**src/rtl/flappy_pkg.sv**
```systemverilog
// Shared definitions for the flappy game pipeline: game states, screen geometry
// and a sign-extension helper for the 33-bit geometry compares.
package flappy_pkg;

  typedef enum logic [1:0] {
    IDLE   = 2'd0,
    PLAY   = 2'd1,
    INVULN = 2'd2,
    OVER   = 2'd3
  } game_state_t;

  localparam int SCREEN_WIDTH   = 640;
  localparam int SCREEN_HEIGHT  = 480;
  localparam int WIDTH_BUILDING = 80;

  function automatic logic signed [32:0] sext33(input logic [31:0] v);
    return {v[31], v};
  endfunction

endpackage

```
**src/rtl/collision_score_unit_if.sv**
```systemverilog
// Per-frame geometry in, game status out, between the game logic and the
// collision/score unit.
interface collision_score_unit_if;

  logic               frame_tick;
  logic               start_key;
  logic signed [31:0] bird_x;
  logic signed [31:0] bird_y;
  logic signed [31:0] topLeft_x_1;
  logic signed [31:0] topLeft_y_1;
  logic signed [31:0] topLeft_x_2;
  logic signed [31:0] topLeft_y_2;
  logic        [31:0] height_window;

  logic        [11:0] score_bcd;
  logic        [2:0]  lives_left;
  logic               hit_pulse;
  logic               score_pulse;
  logic               invulnerable;
  logic               game_over;
  logic               playing;

  modport master (
    output frame_tick, start_key, bird_x, bird_y,
           topLeft_x_1, topLeft_y_1, topLeft_x_2, topLeft_y_2, height_window,
    input  score_bcd, lives_left, hit_pulse, score_pulse,
           invulnerable, game_over, playing
  );

  modport slave (
    input  frame_tick, start_key, bird_x, bird_y,
           topLeft_x_1, topLeft_y_1, topLeft_x_2, topLeft_y_2, height_window,
    output score_bcd, lives_left, hit_pulse, score_pulse,
           invulnerable, game_over, playing
  );

endinterface

```
**src/rtl/bcd_score_counter.sv**
```systemverilog
// Three-digit BCD score register: adds 0..2 per cycle with a rippled
// per-digit carry and saturates at 999 instead of wrapping.
module bcd_score_counter (
  input  logic        clk,
  input  logic        resetN,
  input  logic        clear,
  input  logic [1:0]  inc,
  output logic [11:0] score_bcd
);

  logic [11:0]      score_q;
  logic [11:0]      score_d;
  logic [3:0][1:0]  carry;
  logic [2:0][4:0]  digit_sum;
  logic [2:0][3:0]  digit_res;

  assign carry[0] = inc;

  for (genvar gi = 0; gi < 3; gi++) begin : g_digit
    assign digit_sum[gi] = {1'b0, score_q[4*gi +: 4]} + {3'b000, carry[gi]};
    assign carry[gi+1]   = (digit_sum[gi] >= 5'd10) ? 2'd1 : 2'd0;
    assign digit_res[gi] = (digit_sum[gi] >= 5'd10) ? 4'(digit_sum[gi] - 5'd10)
                                                    : digit_sum[gi][3:0];
  end

  always_comb begin
    score_d = score_q;
    if (clear) begin
      score_d = 12'h000;
    end else if (inc != 2'd0) begin
      // A carry out of the hundreds digit means we crossed 999: pin there.
      score_d = (carry[3] != 2'd0) ? 12'h999 : {digit_res[2], digit_res[1], digit_res[0]};
    end
  end

  always_ff @(posedge clk or negedge resetN) begin
    if (!resetN) begin
      score_q <= 12'h000;
    end else begin
      score_q <= score_d;
    end
  end

  assign score_bcd = score_q;

endmodule

```
**src/rtl/collision_score_unit.sv**
```systemverilog
// Per-frame bird/building collision test, building-pass scoring and the
// IDLE/PLAY/INVULN/OVER game sequencer with lives and invulnerability.
module collision_score_unit #(
  parameter int WIDTH_BUILDING = flappy_pkg::WIDTH_BUILDING,
  parameter int WIDTH_BIRD     = 56,
  parameter int HEIGHT_BIRD    = 56,
  parameter int SCREEN_HEIGHT  = flappy_pkg::SCREEN_HEIGHT,
  parameter int LIVES          = 3,
  parameter int INVULN_FRAMES  = 90
) (
  input  logic                   clk,
  input  logic                   resetN,
  collision_score_unit_if.slave  bus
);

  import flappy_pkg::*;

  localparam int INV_W = $clog2(INVULN_FRAMES + 1);

  localparam logic signed [32:0] W_BLD  = 33'(WIDTH_BUILDING);
  localparam logic signed [32:0] W_BIRD = 33'(WIDTH_BIRD);
  localparam logic signed [32:0] H_BIRD = 33'(HEIGHT_BIRD);
  localparam logic signed [32:0] SCR_H  = 33'(SCREEN_HEIGHT);
  localparam logic [2:0]         LIVES_INIT = 3'(LIVES);
  localparam logic [INV_W-1:0]   INV_INIT   = INV_W'(INVULN_FRAMES);

  // Start key synchroniser and rising-edge detect
  logic start_meta_q, start_sync_q, start_prev_q;
  logic start_edge;

  always_ff @(posedge clk or negedge resetN) begin
    if (!resetN) begin
      start_meta_q <= 1'b0;
      start_sync_q <= 1'b0;
      start_prev_q <= 1'b0;
    end else begin
      start_meta_q <= bus.start_key;
      start_sync_q <= start_meta_q;
      start_prev_q <= start_sync_q;
    end
  end

  assign start_edge = start_sync_q & ~start_prev_q;

  game_state_t      state_q, state_d;
  logic [2:0]       lives_q, lives_d;
  logic [INV_W-1:0] inv_cnt_q, inv_cnt_d;
  logic             hit_pulse_q, hit_d;
  logic             score_pulse_q;
  logic             invulnerable_q, game_over_q, playing_q;
  logic             score_clear;
  logic [1:0]       score_inc;

  logic signed [32:0] bx, by, hw;
  logic signed [32:0] bld_x [2];
  logic signed [32:0] bld_y [2];
  logic signed [32:0] prev_x_q [2];
  logic signed [32:0] prev_x_d [2];
  logic [1:0]         passed_q, passed_d;
  logic [1:0]         overlap, miss, pass;
  logic               offscreen, hit_raw, scoring, start_ok;

  assign bx       = sext33(bus.bird_x);
  assign by       = sext33(bus.bird_y);
  assign hw       = sext33(bus.height_window);
  assign bld_x[0] = sext33(bus.topLeft_x_1);
  assign bld_y[0] = sext33(bus.topLeft_y_1);
  assign bld_x[1] = sext33(bus.topLeft_x_2);
  assign bld_y[1] = sext33(bus.topLeft_y_2);

  assign start_ok = start_edge && (state_q == IDLE || state_q == OVER);
  assign scoring  = bus.frame_tick && (state_q == PLAY || state_q == INVULN);

  for (genvar gi = 0; gi < 2; gi++) begin : g_bld
    logic passed_eff;
    logic wrapped;

    assign overlap[gi] = (bx + W_BIRD > bld_x[gi]) && (bx < bld_x[gi] + W_BLD);
    assign miss[gi]    = (by < bld_y[gi]) || (by + H_BIRD > bld_y[gi] + hw);
    // A building moving right between ticks has wrapped and may be scored again
    assign wrapped     = bld_x[gi] > prev_x_q[gi];
    assign passed_eff  = passed_q[gi] & ~wrapped;
    assign pass[gi]    = scoring & ~passed_eff & (bld_x[gi] + W_BLD <= bx);

    always_comb begin
      prev_x_d[gi] = prev_x_q[gi];
      passed_d[gi] = passed_q[gi];
      if (bus.frame_tick) begin
        prev_x_d[gi] = bld_x[gi];
        passed_d[gi] = passed_eff | pass[gi];
      end
      if (start_ok) begin
        passed_d[gi] = 1'b0;
      end
    end

    always_ff @(posedge clk or negedge resetN) begin
      if (!resetN) begin
        prev_x_q[gi] <= '0;
        passed_q[gi] <= 1'b0;
      end else begin
        prev_x_q[gi] <= prev_x_d[gi];
        passed_q[gi] <= passed_d[gi];
      end
    end
  end

  assign offscreen = (by < 33'sd0) || (by + H_BIRD > SCR_H);
  assign hit_raw   = (overlap[0] & miss[0]) | (overlap[1] & miss[1]) | offscreen;
  assign score_inc = {pass[0] & pass[1], pass[0] ^ pass[1]};

  // Scoring is settled independently above, so a pass on a hit tick still counts
  always_comb begin
    state_d     = state_q;
    lives_d     = lives_q;
    inv_cnt_d   = inv_cnt_q;
    hit_d       = 1'b0;
    score_clear = 1'b0;
    if (start_ok) begin
      state_d     = PLAY;
      lives_d     = LIVES_INIT;
      inv_cnt_d   = '0;
      score_clear = 1'b1;
    end else if (bus.frame_tick) begin
      unique case (state_q)
        PLAY: begin
          if (hit_raw) begin
            hit_d = 1'b1;
            if (lives_q > 3'd1) begin
              state_d   = INVULN;
              lives_d   = lives_q - 3'd1;
              inv_cnt_d = INV_INIT;
            end else begin
              state_d = OVER;
              lives_d = 3'd0;
            end
          end
        end
        INVULN: begin
          inv_cnt_d = inv_cnt_q - INV_W'(1);
          if (inv_cnt_q <= INV_W'(1)) begin
            state_d = PLAY;
          end
        end
        default: ;
      endcase
    end
  end

  always_ff @(posedge clk or negedge resetN) begin
    if (!resetN) begin
      state_q        <= IDLE;
      lives_q        <= LIVES_INIT;
      inv_cnt_q      <= '0;
      hit_pulse_q    <= 1'b0;
      score_pulse_q  <= 1'b0;
      invulnerable_q <= 1'b0;
      game_over_q    <= 1'b0;
      playing_q      <= 1'b0;
    end else begin
      state_q        <= state_d;
      lives_q        <= lives_d;
      inv_cnt_q      <= inv_cnt_d;
      hit_pulse_q    <= hit_d;
      score_pulse_q  <= |score_inc;
      invulnerable_q <= (state_d == INVULN);
      game_over_q    <= (state_d == OVER);
      playing_q      <= (state_d == PLAY) || (state_d == INVULN);
    end
  end

  logic [11:0] score_w;

  bcd_score_counter u_score (
    .clk       (clk),
    .resetN    (resetN),
    .clear     (score_clear),
    .inc       (score_inc),
    .score_bcd (score_w)
  );

  assign bus.score_bcd    = score_w;
  assign bus.lives_left   = lives_q;
  assign bus.hit_pulse    = hit_pulse_q;
  assign bus.score_pulse  = score_pulse_q;
  assign bus.invulnerable = invulnerable_q;
  assign bus.game_over    = game_over_q;
  assign bus.playing      = playing_q;

endmodule

```
**src/flat_wrapper.sv**
```systemverilog
// flat-port wrapper written by rule: the top's interface ports become plain ports
module collision_score_unit_flat import flappy_pkg::*;
#(
  parameter int WIDTH_BUILDING = flappy_pkg::WIDTH_BUILDING,
  parameter int WIDTH_BIRD     = 56,
  parameter int HEIGHT_BIRD    = 56,
  parameter int SCREEN_HEIGHT  = flappy_pkg::SCREEN_HEIGHT,
  parameter int LIVES          = 3,
  parameter int INVULN_FRAMES  = 90
)
  (clk, resetN, bus_frame_tick, bus_start_key, bus_bird_x, bus_bird_y, bus_topLeft_x_1, bus_topLeft_y_1, bus_topLeft_x_2, bus_topLeft_y_2, bus_height_window, bus_score_bcd, bus_lives_left, bus_hit_pulse, bus_score_pulse, bus_invulnerable, bus_game_over, bus_playing);
  collision_score_unit_if bus_i ();
  input  logic clk;
  input  logic resetN;
  input wire logic [$bits(bus_i.frame_tick)-1:0] bus_frame_tick;
  input wire logic [$bits(bus_i.start_key)-1:0] bus_start_key;
  input wire logic [$bits(bus_i.bird_x)-1:0] bus_bird_x;
  input wire logic [$bits(bus_i.bird_y)-1:0] bus_bird_y;
  input wire logic [$bits(bus_i.topLeft_x_1)-1:0] bus_topLeft_x_1;
  input wire logic [$bits(bus_i.topLeft_y_1)-1:0] bus_topLeft_y_1;
  input wire logic [$bits(bus_i.topLeft_x_2)-1:0] bus_topLeft_x_2;
  input wire logic [$bits(bus_i.topLeft_y_2)-1:0] bus_topLeft_y_2;
  input wire logic [$bits(bus_i.height_window)-1:0] bus_height_window;
  output wire logic [$bits(bus_i.score_bcd)-1:0] bus_score_bcd;
  output wire logic [$bits(bus_i.lives_left)-1:0] bus_lives_left;
  output wire logic [$bits(bus_i.hit_pulse)-1:0] bus_hit_pulse;
  output wire logic [$bits(bus_i.score_pulse)-1:0] bus_score_pulse;
  output wire logic [$bits(bus_i.invulnerable)-1:0] bus_invulnerable;
  output wire logic [$bits(bus_i.game_over)-1:0] bus_game_over;
  output wire logic [$bits(bus_i.playing)-1:0] bus_playing;
  assign bus_i.frame_tick = bus_frame_tick;
  assign bus_i.start_key = bus_start_key;
  assign bus_i.bird_x = bus_bird_x;
  assign bus_i.bird_y = bus_bird_y;
  assign bus_i.topLeft_x_1 = bus_topLeft_x_1;
  assign bus_i.topLeft_y_1 = bus_topLeft_y_1;
  assign bus_i.topLeft_x_2 = bus_topLeft_x_2;
  assign bus_i.topLeft_y_2 = bus_topLeft_y_2;
  assign bus_i.height_window = bus_height_window;
  assign bus_score_bcd = bus_i.score_bcd;
  assign bus_lives_left = bus_i.lives_left;
  assign bus_hit_pulse = bus_i.hit_pulse;
  assign bus_score_pulse = bus_i.score_pulse;
  assign bus_invulnerable = bus_i.invulnerable;
  assign bus_game_over = bus_i.game_over;
  assign bus_playing = bus_i.playing;
  collision_score_unit #(.WIDTH_BUILDING(WIDTH_BUILDING), .WIDTH_BIRD(WIDTH_BIRD), .HEIGHT_BIRD(HEIGHT_BIRD), .SCREEN_HEIGHT(SCREEN_HEIGHT), .LIVES(LIVES), .INVULN_FRAMES(INVULN_FRAMES)) u_core (.clk(clk), .resetN(resetN), .bus(bus_i));
endmodule
```
**config.mk**
```make
export PLATFORM = sky130hd
export DESIGN_NAME = collision_score_unit_flat
export DESIGN_NICKNAME = d
export VERILOG_FILES = /design/src/rtl/flappy_pkg.sv /design/src/rtl/collision_score_unit_if.sv /design/src/rtl/bcd_score_counter.sv /design/src/rtl/collision_score_unit.sv /design/src/flat_wrapper.sv
export SDC_FILE = /design/constraint.sdc
export NUM_CORES = 1
export LEC_CHECK = 0
export ABC_AREA = 1
export BUFFER_PORTS_ARGS = -buffer_cell sky130_fd_sc_hd__buf_2
export CAP_MARGIN = 20
export CORE_MARGIN = 2
export CORE_UTILIZATION = 35
export CTS_CLUSTER_SIZE = 10
export DETAILED_ROUTE_END_ITERATION = 6
export HOLD_SLACK_MARGIN = 0.15
export PLACE_DENSITY_LB_ADDON = 0.1
export SKIP_CTS_REPAIR_TIMING = 1
export SYNTH_ARGS = -nofsm -noshare
export SYNTH_HDL_FRONTEND = slang
export SYNTH_HIERARCHICAL = 1
export SYNTH_SLANG_ARGS = --single-unit
```
**constraint.sdc**
```tcl
create_clock -name clk -period 6.6 [get_ports clk]
set_clock_uncertainty 0.05 [all_clocks]
set_input_delay 1.32 -clock clk [delete_from_list [all_inputs] [get_ports clk]]
set_output_delay 1.32 -clock clk [all_outputs]
set_load 0.02 [all_outputs]
```
* Word level (Yosys, flattened, before mapping)
Cells that the tools add are included.
** Cells by class
- Muxes and demuxes :: 34
- Order comparisons :: 19
- Bitwise operators :: 20
- Reductions and logical operators :: 21
- $add $sub $neg :: 14
- Equality and inequality tests :: 8
** Operators by type and width (count)
- $add 32x32->33 :: 2
- $add 32x7->33 const B :: 2
- $add 32x8->33 const B :: 2
- $gt 33x32->1 :: 2
- $gt 33x33->1 :: 2
- $le 33x32->1 :: 2
- $lt 32x33->1 :: 2
- $gt 32x32->1 :: 2
- $lt 32x32->1 :: 2
- $mux 12 :: 3
- $gt 33x10->1 const B :: 1
- $lt 32x1->1 const B :: 1
- $mux 7 :: 4
- $ge 5x4->1 const B :: 3
- $mux 3 :: 5
- $pmux 7 s2 :: 1
- $mux 1 :: 13
- $mux 4 :: 3
- $reduce_bool 2->1 :: 6
- $sub 4x4->4 const B :: 3
- $add 4x1->5 :: 2
- $and 1x1->1 :: 10
- $eq 2x2->1 const B :: 4
- $mux 2 :: 4
- other kinds (19) :: 35
** Word-level totals
- Logic and storage cells :: 132
- Input bits :: 228
- Flip-flop bits (word level) :: 98
- Output and inout bits :: 20

* Longest topological paths before layout
Gate-level depths: netlist (run 1).
- Depth in word-level cells :: 20
- Gate-level depth with buffers :: 63
- Gate-level depth less buffers :: 63

* Modules after synthesis
Netlist (run 1), hierarchy kept.
** Modules (own cells, without submodules)
- collision_score_unit :: times used 1, sequential area each 2154.6 µm², area each 18207.5 µm², cells an instance 2840
- bcd_score_counter :: times used 1, sequential area each 300.3 µm², area each 908.4 µm², cells an instance 130

* Least setup slack after synthesis (run 1)
Ideal clock, no wire load.
- Path kind :: input to register
- From :: in bus_topLeft_x_1[4]
- To :: reg u_core.u_score.score_q[7] (netlist: u_core/u_score/score_bcd[7])
- Arrival :: 7896 ps
- Slack :: -1475 ps
- Required time :: 6421 ps
- Cell stages on the path :: 55
- Library setup time :: 129 ps
- Path through :: ha_1 > nor2_1 > nor2_2 > nand3_1 > nor2_2 > nand2_1 > nor2_2 > nand3_1 > nor3_2 > nand4_1 > nor2_1 > nand4_1 > nor2_1 > a31oi_1 > ha_1 > nand2_1 > nor2_1 > nand2_1 > (+19 left out) > ha_1 > ha_1 > inv_1 > nand2_1 > nand2_1 > inv_1 > ha_1 > nand2_1 > nand2_1 > nand2_1 > ha_1 > ha_1 > xnor2_1 > nand2_1 > nand2_4 > nand2_1 > o21ai_0 > o21ai_0
** On the way
- Longest elaborated chain between the ends :: 20
** Ends and longest elaborated chain
- from (decl) :: RTL line flat_wrapper.sv:19 : input wire logic [$bits(bus_i.topLeft_x_1)-1:0] bus_topLeft_x_1;
- branches (longest 5 deep; another with $add 32x8->33)
- $and 1x1->1 * :: RTL line collision_score_unit.sv:83 : assign pass[gi] = scoring & ~passed_eff & (bld_x[gi] + W_BLD <= bx);
- $xor 1x1->1 * :: RTL line collision_score_unit.sv:110 : assign score_inc = {pass[0] & pass[1], pass[0] ^ pass[1]};
- via u_core.score_inc[0] :: RTL line collision_score_unit.sv:52 : logic [1:0] score_inc;
- $add 4x2->5 :: RTL line bcd_score_counter.sv:20 : assign digit_sum[gi] = {1'b0, score_q[4*gi +: 4]} + {3'b000, carry[gi]};
- $ge 5x4->1 :: RTL line bcd_score_counter.sv:21 : assign carry[gi+1] = (digit_sum[gi] >= 5'd10) ? 2'd1 : 2'd0;
- $mux 1 :: RTL line bcd_score_counter.sv:21
- $add 4x1->5 :: RTL line bcd_score_counter.sv:20
- $ge 5x4->1 :: RTL line bcd_score_counter.sv:21, bcd_score_counter.sv:22
- $mux 1 :: RTL line bcd_score_counter.sv:21
- $add 4x1->5 :: RTL line bcd_score_counter.sv:20
- $ge 5x4->1 :: RTL line bcd_score_counter.sv:21
- $mux 1 :: RTL line bcd_score_counter.sv:21
- $reduce_bool 2->1 :: RTL line bcd_score_counter.sv:32 : score_d = (carry[3] != 2'd0) ? 12'h999 : {digit_res[2], digit_res[1], digit_res[0]};
- $mux 12 :: RTL line bcd_score_counter.sv:32
- $mux 12 :: RTL line bcd_score_counter.sv:30 : end else if (inc != 2'd0) begin
- $mux 12 :: RTL line bcd_score_counter.sv:28 : if (clear) begin
- to (signal assigned) :: RTL line bcd_score_counter.sv:40 : score_q <= score_d;
- to (decl) :: RTL line bcd_score_counter.sv:11 : logic [11:0] score_q;
Mark *: on every way through the listed nets, which the timed path passes. The select of a mux whose other input is x is not followed.
A chain may end at the register's enable or synchronous reset.

* Final worst setup path (run 1)
- From :: in bus_topLeft_x_1[5]
- To :: reg u_core.u_score.score_q[9] (netlist: u_core/u_score/score_bcd[9])
** On the way
- Longest elaborated chain between the ends :: 20
** Ends and longest elaborated chain (RTL line)
- branches (longest 5 deep; another with $add 32x8->33)
- $and 1x1->1 * :: collision_score_unit.sv:83
- $xor 1x1->1 * :: collision_score_unit.sv:110
- via u_core.score_inc[0] :: collision_score_unit.sv:52
- $add 4x2->5 :: bcd_score_counter.sv:20
- $ge 5x4->1 :: bcd_score_counter.sv:21
- $mux 1 :: bcd_score_counter.sv:21
- $add 4x1->5 :: bcd_score_counter.sv:20
- $ge 5x4->1 :: bcd_score_counter.sv:21
- $mux 1 :: bcd_score_counter.sv:21
- $add 4x1->5 :: bcd_score_counter.sv:20
- $ge 5x4->1 :: bcd_score_counter.sv:21, bcd_score_counter.sv:22
- $mux 1 :: bcd_score_counter.sv:21
- $reduce_bool 2->1 :: bcd_score_counter.sv:32
- $mux 12 :: bcd_score_counter.sv:32
- $mux 12 :: bcd_score_counter.sv:30
- $mux 12 :: bcd_score_counter.sv:28
Marked as above.

==> results of run 1 <==
[power by group]
| part | switching [mW] | leakage, nW | internal (mW) |
|---|---|---|---|
| clock network | 0.282 | 0.132 | 0.262 |
| logic | 1.32 | 12.2 | 0.874 |
| registers | 0.0616 | 1.22 | 0.695 |
[cell usage after synthesis, types with 3 or more instances]
library cell  number
nor2_4             5
nor3_1            38
nand4_1           60
nand2_1          757
dfrtp_1           96
nand3b_1           9
o21ai_1            9
a221oi_1           6
and2_1             4
nor2_2            17
a31oi_1           24
inv_1            522
nand3_2            5
a2111oi_0          4
o21bai_1           9
o221ai_1           4
and3_1             3
inv_2             11
nor3_2             5
ha_1             411
nor4_1            16
a21oi_1          224
o21a_1            15
xnor2_1           38
o211ai_1           5
nand2_2           16
nor2_1           244
nand2_4            3
a21o_1            14
xor2_1            91
o21ai_0          145
nand3_1           98
o21ai_2           10
a21boi_0          10
clkbuf_1          14
fa_1               3
[cell families after synthesis]
logic type               Yosys count  synth area share (%)
XOR/XNOR                         129                 5.910
AO/OA/AOI/OAI                    488                 14.25
AND/OR/NAND/NOR                 1289                 28.87
adder cells (fa/ha/maj)          414                 27.22
flip-flops                        98                 12.84
buffers and inverters            552                 10.91
[cells in the final DEF (no fill, tap or decap), types with 4 or more instances in the layout]
| cell | netlist | layout |
|---|---|---|
| nor2_2 | 17 | 26 |
| ha_1 | 411 | 399 |
| dfrtp_1 | 96 | 96 |
| nor3_1 | 38 | 37 |
| xor2_1 | 91 | 91 |
| o21ai_0 | 145 | 138 |
| o21ai_1 | 9 | 16 |
| nand4_1 | 60 | 60 |
| nor3_4 | 0 | 4 |
| buf_6 | 0 | 6 |
| and2_1 | 4 | 4 |
| xnor2_1 | 38 | 37 |
| nor2_1 | 244 | 226 |
| inv_1 | 522 | 512 |
| clkbuf_16 | 0 | 9 |
| o21a_1 | 15 | 15 |
| nor2_4 | 5 | 14 |
| inv_2 | 11 | 19 |
| a21oi_1 | 224 | 219 |
| nand2_4 | 3 | 5 |
| o21bai_1 | 9 | 9 |
| a2111oi_0 | 4 | 4 |
| a21oi_2 | 2 | 6 |
| a21boi_0 | 10 | 10 |
| nand3_1 | 98 | 91 |
| a31oi_1 | 24 | 24 |
| nand3b_1 | 9 | 9 |
| a221oi_1 | 6 | 6 |
| o211ai_1 | 5 | 5 |
| buf_2 | 0 | 241 |
| nand2_1 | 757 | 733 |
| nor4_1 | 16 | 16 |
| o21ai_2 | 10 | 9 |
| a21o_1 | 14 | 14 |
| ha_4 | 0 | 12 |
| nand3_2 | 5 | 10 |
| buf_4 | 0 | 307 |
| nand2_2 | 16 | 38 |
| o221ai_1 | 4 | 4 |
[worst max-delay path, delay by kind of cell]
family / cells / cell delay, ns
buffers and inverters: 8 / 0.61
adder cells (fa/ha/maj): 9 / 2.08
AND/OR/NAND/NOR: 29 / 3.27
AO/OA/AOI/OAI: 3 / 0.39
XOR/XNOR: 2 / 0.34
[routing by layer]
metal,routed length (um),share of wire [%],up-vias,GRT usage [%]
met3,2487,3.6,73,2.868
met1,32040,46,9445,30.94
met2,33260,48,362,43.20
met5,13,0.019,-,0
met4,1598,2.3,2,6.651
li1,-,-,10815,-
[state kept, by name, indices dropped and copies added (netlist names), 2 cells and up]
name                      flops
u_core/prev_x_q              64
u_core/passed_q               2
u_core/u_score/score_bcd     12
u_core/state_q                2
u_core/inv_cnt_q              7
u_core/bus.lives_left         3
[layout make-up]
class	count	area [um^2]	area share (%)
tap	696	870.8	3.589
clock inverter	7	62.56	0.2579
inverter	536	2019	8.324
timing repair buffer	555	3593	14.81
sequential	98	2455	10.12
antenna	1	2.502	0.01031
multi-input combinational	2320	15030	61.96
clock buffer	9	225.2	0.9283
[worst paths after layout]
check / to / slack, ns
setup / recovery: u_core/u_score/score_bcd[9]$_DFFE_PN0P_ / -1.17
hold / removal: u_core/start_sync_q$_DFF_PN0_ / 0.31
setup reg to reg: u_core/u_score/score_bcd[9]$_DFFE_PN0P_ / 0.78
hold reg to reg: u_core/start_sync_q$_DFF_PN0_ / 0.31
max in group asynchronous: u_core/inv_cnt_q[5]$_DFFE_PN0P_ / 4.41
min in group asynchronous: u_core/prev_x_q[3]$_DFFE_PN0P_ / 0.88
[stage by stage]
stage | setup slack, ns | instance area, um^2 | util [%]
after global placement | -1.769 | 23450 | 43.50
final | -1.173 | 24260 | 44.99
after floorplan | -1.111 | 19250 | -
after global routing | -1.639 | 24260 | 44.99
after detailed placement | -1.995 | 23450 | 43.50
after CTS | -1.613 | 23740 | 44.03
==> flow_metrics.py, run 1 <==
metrics = {
    "synth": {
        "avgSynthCellArea_um2": 6.436,
        "yosys-top-cells-area": "ha_1, nand2_1, dfrtp_1",
        "ys_seq_area_share_pct": 12.84,
        "yosysWarnings": 6,
        "yosys.area.top_type": "ha_1",
        "syn_area_um2": 19120,
        "synthFlopType": "dfrtp_1",
        "synth_cell_types": 56,
        "synth_top_area_share_pct": 26.90,
        "syn_nets": 3612,
        "synth-edff-count": 0,
        "synth_cells": 2970,
        "ys_seq_elements": 98,
        "async_reset_ff_share_pct": 100.0,
    },
    "floorplan": {
        "die_area_um2": 56500,
        "core_region_area_um2": 53920,
        "die_x_um": 237.7,
        "dieHeight_um": 237.7,
        "num_rows": 85,
        "initial_utilization_pct": 35.45,
        "io_pins": 248,
    },
    "detailed_routing": {
        "viasPerCell": 4.902,
        "routed_wl_mm": 69.40,
        "wl_per_cell_um": 16.44,
        "vias": 20697,
        "drtAntennaViolNets": 0,
        "drt_pass1_iterations": 5,
        "drc_errors": 0,
        "drtIter0Drc": 885,
    },
    "worst_setup_path": {
        "r2r-start": "u_core/prev_x_q[31]$_DFFE_PN0P_",
        "criticalPathCategory": "input port to register",
        "reg2regPathDepth": 38,
        "crit_slowest_cell": "fa_2",
        "crit_arrival_ns": 8.03,
        "critical_path.startpoint": "bus_topLeft_x_1[5]",
        "crit_path_end_kind": "register",
        "required_ns": 6.86,
        "path_max_fanout": 5,
        "crit_path_frequent_cell": "nand2_2",
        "crit_path_max_incr_delay_ns": 0.57,
        "cp-start-kind": "input port",
    },
    "placed_design": {
        "place_inst": 4185,
        "io_buffers": 247,
        "gp_congestion": 0.9109,
        "hpwlAfterDp_mm": 61.09,
    },
    "sta": {
        "setup-violations-final": 12,
        "final.setup.tns_ns": -13.26,
        "hold_viol_final": 0,
        "worst_slack_ns": -1.173,
        "maxSlewHeadroom_pct": 47.24,
        "final.period_utilization_pct": 117.8,
        "worstMarginPinSlew_ns": 0.7913,
        "max_freq_ghz": 0.1287,
        "slew_viol_final": 0,
        "rsz0062_at_grt": "true",
        "whs_ns": 0.3074,
        "period_minus_slack_ns": 7.773,
    },
    "clock_tree": {
        "cts_buffers": 9,
        "insertion_delay_ns": 0.39,
        "htree_levels": 3,
        "cts_root_buf": "clkbuf_16",
        "clkSinkCount": 98,
        "cts_tree": "yes",
        "path_clk_slew_ns": 0.08,
        "clockBufferDepth": 2,
    },
    "finish": {
        "area_growth_pct": 26.91,
        "nFillCells": 5703,
        "drive_above_1_share_pct": 20.85,
        "fin_nets": 4162,
        "finalNonFillerCells": 4222,
    },
    "power_and_ir_drop": {
        "p_per_area_nw_per_um2": 144.2,
        "total_power_mw": 3.498,
        "p_leak_nw": 13.58,
        "ir_drop_v": 0.0001252,
    },
    "run_status": {
        "status": "complete, but fails checks",
        "violations": "negative setup slack",
    },
    "worst_hold_path": {
        "holdCritStartpoint": "u_core/start_meta_q$_DFF_PN0_",
        "hp-class": "register to register",
        "hold_depth": 0,
    },
    "grt": {
        "overflow": 0,
        "grt_pass1_wl_mm": 108.0,
        "grt_pass1_vias": 20624,
        "grt_max_degree": 72,
        "antenna_found_initial": 2,
        "grt.total_usage_pct": 24.33,
    },
    "run": {
        "drv_cap": 0,
    },
}
No activity file was read; power rests on OpenSTA's default activity.
==> inputs of run 2 (changes only) <==
--- a/config.mk
+++ b/config.mk
@@ -5,7 +5,6 @@
 export SDC_FILE = /design/constraint.sdc
 export NUM_CORES = 1
 export LEC_CHECK = 0
-export ABC_AREA = 1
 export BUFFER_PORTS_ARGS = -buffer_cell sky130_fd_sc_hd__buf_2
 export CAP_MARGIN = 20
 export CORE_MARGIN = 2
@@ -17,5 +16,4 @@
 export SKIP_CTS_REPAIR_TIMING = 1
 export SYNTH_ARGS = -nofsm -noshare
 export SYNTH_HDL_FRONTEND = slang
-export SYNTH_HIERARCHICAL = 1
 export SYNTH_SLANG_ARGS = --single-unit
==> run 2 against run 1 <==
  * The run still ends with negative setup slack left
  * Cell count is 15% lower
  * Clock power increased by 3%
  * Via count down 11%
  * Area after synthesis decreased by 9.1%
  * Synthesized cell count decreased by 25%
  * Critical path type unchanged
  * Largest cell class unchanged
==> flow_metrics.py, run 2 <==
metrics = {
    "clock_tree": {
        "insertion_delay_ns": 0.40,
        "cts_buffers": 9,
        "cts_tree": "yes",
        "clockBufferDepth": 2,
        "path_clk_slew_ns": 0.08,
        "htree_levels": 3,
        "cts_root_buf": "clkbuf_16",
        "clkSinkCount": 98,
    },
    "synth": {
        "syn_nets": 2865,
        "synth_common_cells": "ha_1, inv_1, nand2_1",
        "syn_area_um2": 17370,
        "synthFlopType": "dfrtp_1",
        "async_reset_ff_share_pct": 100.0,
        "ys_seq_elements": 98,
        "synth_cell_types": 87,
        "yosys.area.top_type": "ha_1",
        "ys_seq_area_share_pct": 14.13,
        "synth-edff-count": 0,
        "yosys-top-cells-area": "ha_1, dfrtp_1, xnor2_1",
        "synth_cells": 2226,
        "yosysMostFrequentCell": "ha_1",
        "avgSynthCellArea_um2": 7.803,
        "synth_top_area_share_pct": 29.39,
        "yosysWarnings": 0,
    },
    "detailed_routing": {
        "drt_pass1_iterations": 4,
        "wl_per_cell_um": 17.02,
        "drc_errors": 0,
        "drtIter0Drc": 798,
        "drtAntennaViolNets": 0,
        "routed_wl_mm": 61.30,
        "viasPerCell": 5.139,
        "vias": 18511,
    },
    "power_and_ir_drop": {
        "power.switching_mw": 1.857,
        "p_leak_nw": 12.39,
        "p_int_mw": 2.317,
        "total_power_mw": 4.174,
        "clockPowerShare_pct": 13.4,
        "netSwitchingFraction_pct": 44.49,
        "comb_power_share_pct": 66.4,
        "ir_drop_v": 0.0001510,
        "p_per_area_nw_per_um2": 173.4,
        "seq_power_share_pct": 20.2,
    },
    "grt": {
        "grt.total_usage_pct": 23.58,
        "overflow": 0,
        "grt_pass1_wl_mm": 95.05,
        "antenna_found_initial": 7,
        "grt_max_degree": 76,
        "grt_pass1_vias": 18540,
    },
    "placed_design": {
        "io_buffers": 247,
        "gp_congestion": 0.9289,
        "hpwlAfterDp_mm": 52.58,
        "place_inst": 3563,
        "place_area_um2": 22930,
        "place_ws_ns": -2.029,
    },
    "finish": {
        "mostFrequentLayoutCells": "buf_4, ha_1, inv_1",
        "drive_above_1_share_pct": 30.09,
        "area_growth_pct": 38.60,
        "stdcell_area_um2": 24070,
        "final_common_cell": "buf_4",
        "largest_reg_flops": 64,
        "fin_nets": 3569,
        "finalNonFillerCells": 3602,
        "largest_register": "u_core.prev_x_q",
    },
    "floorplan": {
        "num_rows": 81,
        "initial_utilization_pct": 35.48,
        "dieHeight_um": 226.8,
        "die_area_um2": 51420,
        "core_region_area_um2": 48950,
        "io_pins": 248,
        "die_x_um": 226.8,
    },
    "run_status": {
        "violations": "negative setup slack",
        "status": "complete, but fails checks",
    },
    "worst_setup_path": {
        "crit_path_end_kind": "register",
        "cp-start-kind": "input port",
        "crit_path_frequent_cell": "ha_4",
        "crit_path_max_incr_delay_ns": 0.54,
        "path_max_fanout": 5,
        "crit_slowest_cell": "fa_2",
        "required_ns": 6.83,
        "crit_arrival_ns": 8.22,
        "criticalPathCategory": "input port to register",
    },
    "sta": {
        "worst_slack_ns": -1.390,
        "worstMarginPinSlew_ns": 1.013,
        "max_freq_ghz": 0.1252,
        "maxSlewHeadroom_pct": 32.50,
        "hold_viol_final": 0,
        "slew_viol_final": 0,
        "rsz0062_at_grt": "true",
        "period_minus_slack_ns": 7.990,
        "final.period_utilization_pct": 121.1,
        "setup-violations-final": 16,
    },
    "run": {
        "drv_cap": 0,
    },
    "worst_hold_path": {
        "hp-class": "register to register",
    },
}
-- run 2: cell count changes in the layout (fill, tap and decap cells not counted), sizes merged, moves of 23 or more --
cell and delta:
nand2 -574, inv -256, buf +160, nor2 -160, xnor2 +97, a21oi -65
a21o +59, xor2 -57, nand3 -30, nand2b +23
-- run 2: layout make-up --
type | count | area, um^2
Fill cell | 4857 | 24880
Multi-Input combinational cell | 1827 | 14610
Timing Repair Buffer | 715 | 4827
Sequential cell | 98 | 2455
Inverter | 279 | 1055
Tap cell | 664 | 830.8
Clock buffer | 9 | 225.2
Clock inverter | 7 | 61.31
Antenna cell | 3 | 7.507
-- run 2: final timing paths --
kind | start | to | slack (ns) | cells past startpoint
max | bus_topLeft_x_2[11] | u_core.u_score.score_bcd[8]$_DFFE_PN0P_ | -1.39 | 41
min | u_core.start_meta_q$_DFF_PN0_ | u_core.start_sync_q$_DFF_PN0_ | 0.32 | 0
max reg2reg | u_core.prev_x_q[50]$_DFFE_PN0P_ | u_core.u_score.score_bcd[8]$_DFFE_PN0P_ | 0.01 | 34
min reg2reg | u_core.start_meta_q$_DFF_PN0_ | u_core.start_sync_q$_DFF_PN0_ | 0.32 | 0
max in group asynchronous | resetN | u_core.bus.lives_left[2]$_DFFE_PN0P_ | 4.39 | 2
min in group asynchronous | resetN | u_core.prev_x_q[4]$_DFFE_PN0P_ | 0.98 | 1
-- run 2: routing by layer --
metal / vias up / track usage (%) / share of wire [%]
met5: - / 0 / 0.083
met4: 8 / 8.001 / 2.8
met3: 79 / 2.242 / 3.1
met2: 320 / 43.40 / 50
met1: 8634 / 28.46 / 44
li1: 9470 / - / -
-- run 2: cells by family (layout without fill, tap and decap cells) --
family | Yosys count | in the layout | synth area share [%]
multiplexers | 12 | 12 | 0.7204
buffers and inverters | 301 | 1010 | 6.714
adder cells (fa/ha/maj) | 411 | 411 | 29.74
AO/OA/AOI/OAI | 587 | 587 | 21.53
AND/OR/NAND/NOR | 648 | 648 | 18.64
other | 0 | 3 | 0
XOR/XNOR | 169 | 169 | 8.522
flip-flops | 98 | 98 | 14.13
-- run 2: power groups by stage --
stage               Clock [mW]  Combinational [mW]  Sequential (mW)
floorplan                    0                1.46            0.873
global placement             0                2.46            0.842
detailed placement           0                2.51            0.845
CTS                      0.587                2.53            0.835
global route             0.602                3.08            0.860
finish                   0.561                2.77            0.843
-- run 2: worst max-delay path, delay by kind of cell --
| kind | cells | cell delay [ns] |
|---|---|---|
| AO/OA/AOI/OAI | 13 | 2.23 |
| XOR/XNOR | 2 | 0.25 |
| adder cells (fa/ha/maj) | 10 | 2.17 |
| buffers and inverters | 5 | 0.45 |
| multiplexers | 1 | 0.17 |
| AND/OR/NAND/NOR | 10 | 1.60 |
-- run 2: through the flow --
| step | hold slack, ns | util, % | setup TNS [ns] |
|---|---|---|---|
| after floorplan | 0.2812 | - | -16.18 |
| after global placement | 0.2931 | 46.84 | -41.86 |
| after detailed placement | 0.3043 | 46.84 | -44.10 |
| after CTS | 0.3232 | 47.42 | -32.96 |
| after global routing | 0.3319 | 49.17 | -22.12 |
| final | 0.3205 | 49.18 | -16.34 |
